### src/rtl/rocketcpu_param_slew_pkg.sv
// Shared definitions for the parameter slew limiter: sweep FSM encoding and
// the helper that locates a channel inside the packed parameter bus.
package rocketcpu_param_slew_pkg;

    typedef enum logic {
        IDLE  = 1'b0,
        SWEEP = 1'b1
    } state_e;

    function automatic int unsigned ch_lsb(input int unsigned ch, input int unsigned width);
        return ch * width;
    endfunction

endpackage

### src/rtl/rocketcpu_slew_step.sv
// One channel's slew update: moves cur toward tgt by at most step.
// step == 0 means bypass. The magnitude compare keeps cur+/-step from wrapping.
module rocketcpu_slew_step #(
    parameter int unsigned WIDTH = 32
) (
    input  logic [WIDTH-1:0] cur_i,
    input  logic [WIDTH-1:0] tgt_i,
    input  logic [WIDTH-1:0] step_i,
    output logic [WIDTH-1:0] next_o,
    output logic             settled_o
);

    logic             up;
    logic [WIDTH-1:0] diff;

    always_comb begin
        up     = (tgt_i > cur_i);
        diff   = up ? (tgt_i - cur_i) : (cur_i - tgt_i);
        next_o = tgt_i;
        if ((step_i != '0) && (diff > step_i)) begin
            next_o = up ? (cur_i + step_i) : (cur_i - step_i);
        end
        settled_o = (next_o == tgt_i);
    end

endmodule

### src/rtl/rocketcpu_param_slew.sv
// Slew-limits CPU-written parameter words; on each tick the channels are
// swept serially, one per clock, through a single shared step datapath.
module rocketcpu_param_slew
    import rocketcpu_param_slew_pkg::*;
#(
    parameter int unsigned CHANNELS = 12,
    parameter int unsigned WIDTH    = 32,
    parameter int unsigned IDX_W    = 6
) (
    input  logic                      i_wb_clk,
    input  logic                      i_wb_rst_n,
    input  logic                      i_tick,
    input  logic [WIDTH-1:0]          i_step,
    input  logic [CHANNELS*WIDTH-1:0] i_param,
    output logic [CHANNELS*WIDTH-1:0] o_param,
    output logic [CHANNELS-1:0]       o_settled,
    output logic                      o_busy,
    output logic                      o_done,
    output logic                      o_overrun
);

    localparam logic [IDX_W-1:0] LAST_IDX = IDX_W'(CHANNELS - 1);

    state_e              state_q, state_d;
    logic [IDX_W-1:0]    idx_q, idx_d;
    logic                done_q, done_d;
    logic                overrun_q, overrun_d;
    logic [WIDTH-1:0]    param_q [CHANNELS];
    logic [CHANNELS-1:0] settled_q;

    logic [WIDTH-1:0]    cur, tgt, nxt;
    logic                nxt_settled;

    // Targets are read live from the bus at the channel's own update edge.
    always_comb begin
        cur = '0;
        tgt = '0;
        for (int unsigned k = 0; k < CHANNELS; k++) begin
            if (idx_q == IDX_W'(k)) begin
                cur = param_q[k];
                tgt = i_param[ch_lsb(k, WIDTH) +: WIDTH];
            end
        end
    end

    rocketcpu_slew_step #(
        .WIDTH(WIDTH)
    ) u_step (
        .cur_i    (cur),
        .tgt_i    (tgt),
        .step_i   (i_step),
        .next_o   (nxt),
        .settled_o(nxt_settled)
    );

    always_comb begin
        state_d   = state_q;
        idx_d     = idx_q;
        done_d    = 1'b0;
        overrun_d = overrun_q;
        case (state_q)
            IDLE: begin
                if (i_tick) begin
                    state_d = SWEEP;
                    idx_d   = '0;
                end
            end
            SWEEP: begin
                if (i_tick) begin
                    overrun_d = 1'b1;
                end
                if (idx_q == LAST_IDX) begin
                    state_d = IDLE;
                    idx_d   = '0;
                    done_d  = 1'b1;
                end else begin
                    idx_d = idx_q + 1'b1;
                end
            end
            default: state_d = IDLE;
        endcase
    end

    always_ff @(posedge i_wb_clk or negedge i_wb_rst_n) begin
        if (!i_wb_rst_n) begin
            state_q   <= IDLE;
            idx_q     <= '0;
            done_q    <= 1'b0;
            overrun_q <= 1'b0;
        end else begin
            state_q   <= state_d;
            idx_q     <= idx_d;
            done_q    <= done_d;
            overrun_q <= overrun_d;
        end
    end

    always_ff @(posedge i_wb_clk or negedge i_wb_rst_n) begin
        if (!i_wb_rst_n) begin
            for (int unsigned k = 0; k < CHANNELS; k++) begin
                param_q[k] <= '0;
            end
            settled_q <= '0;
        end else if (state_q == SWEEP) begin
            for (int unsigned k = 0; k < CHANNELS; k++) begin
                if (idx_q == IDX_W'(k)) begin
                    param_q[k]   <= nxt;
                    settled_q[k] <= nxt_settled;
                end
            end
        end
    end

    for (genvar g = 0; g < int'(CHANNELS); g++) begin : g_pack
        assign o_param[g*WIDTH +: WIDTH] = param_q[g];
    end

    assign o_settled = settled_q;
    assign o_busy    = (state_q == SWEEP);
    assign o_done    = done_q;
    assign o_overrun = overrun_q;

endmodule

### config.mk
export PLATFORM = sky130hd
export DESIGN_NAME = rocketcpu_param_slew
export DESIGN_NICKNAME = d
export VERILOG_FILES = /design/src/rtl/rocketcpu_param_slew_pkg.sv /design/src/rtl/rocketcpu_slew_step.sv /design/src/rtl/rocketcpu_param_slew.sv
export SDC_FILE = /design/constraint.sdc
export NUM_CORES = 1
export LEC_CHECK = 0
export CAP_MARGIN = 0
export CELL_PAD_IN_SITES_DETAIL_PLACEMENT = 1
export CELL_PAD_IN_SITES_GLOBAL_PLACEMENT = 2
export CORE_AREA = 2 2 316 318
export CTS_CLUSTER_SIZE = 24
export DETAILED_ROUTE_END_ITERATION = 16
export DIE_AREA = 0 0 318 320
export GPL_ROUTABILITY_DRIVEN = 0
export PLACE_DENSITY = 0.84
export SLEW_MARGIN = 10
export SYNTH_ARGS = -nofsm -noshare
export SYNTH_HDL_FRONTEND = slang
export SYNTH_HIERARCHICAL = 1
export SYNTH_SLANG_ARGS = --single-unit
### constraint.sdc
create_clock -name i_wb_clk -period 9.4 [get_ports i_wb_clk]
set_clock_uncertainty 0.1 [all_clocks]
set_input_delay 0.94 -clock i_wb_clk [delete_from_list [all_inputs] [get_ports i_wb_clk]]
set_output_delay 0.94 -clock i_wb_clk [all_outputs]
set_load 0.02 [all_outputs]
==> results.toml <==
[timing]
fmax_mhz = 108
worstMarginPinSlew_ns = 1.07
post-route-period-util = 0.986
slew-limit-headroom = 0.285
setup_slack_ns = 0.133
final-setup-viol-count = 0
drv_slew = 0
fin_crit_ns = 9.27
finalHoldViolCount = 0

[critical_path]
startpoint_type = "flop"
setup.worst_path.end_class = "flop"
crit_type = "flop to flop"
cp_max_fo = 16
crit_required_ns = 9.82
r2r_end = "o_settled[5]"
r2r_cells = 26
cp.arrival_ns = 9.68
critPathLaunch = "idx_q[3]"
r2r_slack_ns = 0.13
r2r-start = "idx_q[3]"

[clock_network]
cts_buffer_depth = 3
cts_root_buf = "clkbuf_16"
clock_sinks = 405
clk_pin_slew_worst_paths_ns = 0.06
clk_latency_ns = 0.60
cts_tree = "yes"
cts_htree_levels = 2
cts_buffers = 42

[synthesis]
yosysUniqueCellTypes = 92
synth_ff_type = "dfrtp_1"
yosysSeqAreaShare = 0.346
async_flop_share = 1.00
synth-edff-count = 0
syn_nets = 3587
syn_avg_cell_area_um2 = 9.66
syn_area_um2 = 29300
synth_seq_cells = 405
synthCells = 3034
ys.warnings.count = 6

[placement]
io_buffers = 817
dp.cells = 5111
dp_slack_ns = 0.00742
placed_area_um2 = 40200
hpwl_um = 137000

[detailed_routing]
postRouteAntennaNets = 0
top_layer = "met5"
wire_per_inst_um = 34.1
num_vias = 31400
met1_length_um = 72300
drtIter0Drc = 3042
vias_per_cell = 6.04
drt_pass1_iterations = 8
drc = 0
routed_wirelength_um = 177000
wl_met3_um = 16500
routed-wl-met2_um = 79400

[global_routing]
grt_pass1_vias = 32700
antenna_found_initial = 17
track_usage = 0.336
overflow = 0
grt_pass1_wl_um = 248000
grt_max_degree = 169

[die]
ioPinCount = 818
dieArea_um2 = 102000
core.rowCount = 115
die_x_um = 318
start_util = 0.299
die_h_um = 320
core_region_area_um2 = 98000

[cells_and_area]
layout_common_cells = "816 x clkdlybuf4s50_1, 404 x dfrtp_1, 292 x mux2_2, 229 x buf_4, 194 x nor2_1"
final_common_cell = "clkdlybuf4s50_1"
layout-drive-gt1-share = 0.188
nFillCells = 10900
final_area_um2 = 41900
fin_util = 0.427
fin_cells = 5202
layout.nets = 4430
syn_to_final_growth_pct = 42.8

[run_status]
outcome = "complete, no violations"

[run]
drv_cap = 0

[min_path]
hold_class = "input port to async pin"
logic make-up after synthesis:
family | Yosys count | share of synthesized area
AO/OA/AOI/OAI | 958 | 0.236
XOR/XNOR | 116 | 0.0361
adder cells (fa/ha/maj) | 134 | 0.0580
buffers and inverters | 394 | 0.0560
flip-flops | 405 | 0.346
multiplexers | 445 | 0.170
AND/OR/NAND/NOR | 582 | 0.0982
layout make-up:
type | count | area [µm²] | share of cell area
diodes | 4 | 10.0 | 0.000239
clock buffers | 58 | 1190 | 0.0284
clock inverters | 20 | 335 | 0.00801
inverters | 125 | 469 | 0.0112
multi-input cells | 2235 | 17800 | 0.425
flip-flops and latches | 405 | 10100 | 0.242
well taps | 1287 | 1610 | 0.0385
repair buffers | 1068 | 10300 | 0.247
metal layers:
| layer | track usage | up-vias |
|---|---|---|
| met5 | 0 | - |
| met4 | 0.147 | 8 |
| met3 | 0.0887 | 435 |
| met2 | 0.535 | 1734 |
| met1 | 0.427 | 16100 |
| li1 | - | 13200 |
flip-flops by register name, summed over array words and instances, names as in the netlist:
register and flops:
o_settled 12, idx_q 6, o_overrun 1, o_busy 1, o_done 1, o_param 384
per-stage QoR:
stage | hold WS, ns | setup TNS [ns]
6_report | 0.259 | 0
2_1_floorplan | 0.428 | 0
3_3_place_gp | 0.343 | 0
5_1_grt | 0.354 | -0.175
3_5_place_dp | 0.347 | 0
4_1_cts | 0.313 | 0
timing repair:
| action | in CTS | in global routing |
|---|---|---|
| setup endpoints to repair | 12 | 396 |
| hold buffers | 0 | 0 |
| setup buffers | 0 | 9 |
| pin swaps | 0 | 3 |
| resized for setup | 1 | 11 |
critical path, cell delays in order (launching register included):
cell,delay [ns]
dfrtp_1,0.77
nor3b_2,0.66
nand2_4,0.35
nand2_2,0.57
buf_12,0.23
a2111oi_0,0.07
o2bb2ai_1,0.32
ha_1,0.58
nand4_1,0.36
nor4_2,0.44
a211o_1,0.22
o21a_2,0.24
buf_4,0.23
nand2_1,0.08
xnor2_1,0.45
ha_1,0.43
a21oi_1,0.30
o21ai_1,0.16
or3_1,0.37
o21ai_2,0.25
o41ai_2,0.13
a211oi_1,0.31
xnor3_1,0.27
or4_1,0.53
o41ai_4,0.40
buf_12,0.19
mux2_2,0.15
Yosys cell counts, drive strengths merged (77+ instances only):
cell / count / area, µm²
mux2: 420 / 4730
dfrtp: 405 / 10100
nor2: 200 / 771
clkbuf: 171 / 647
a21oi: 170 / 855
nand2: 152 / 573
ha: 131 / 1640
inv: 125 / 469
o21ai: 117 / 597
buf: 98 / 526
a21o: 95 / 713
xnor2: 89 / 780
o221ai: 77 / 674
how the worst max path moves through the flow:
stage,end,slack (ns),cells after the start
finish,o_settled[5],0.13,26
global route,o_settled[5],-0.03,29
CTS,o_settled[5],0.04,27
detailed placement,o_settled[4],0.007,26
global placement,o_settled[7],0.16,26
floorplan,o_settled[10],1.10,35
Power is not shown: default switching activity piles up to over one toggle a cycle in this logic, so the estimate is an artifact.
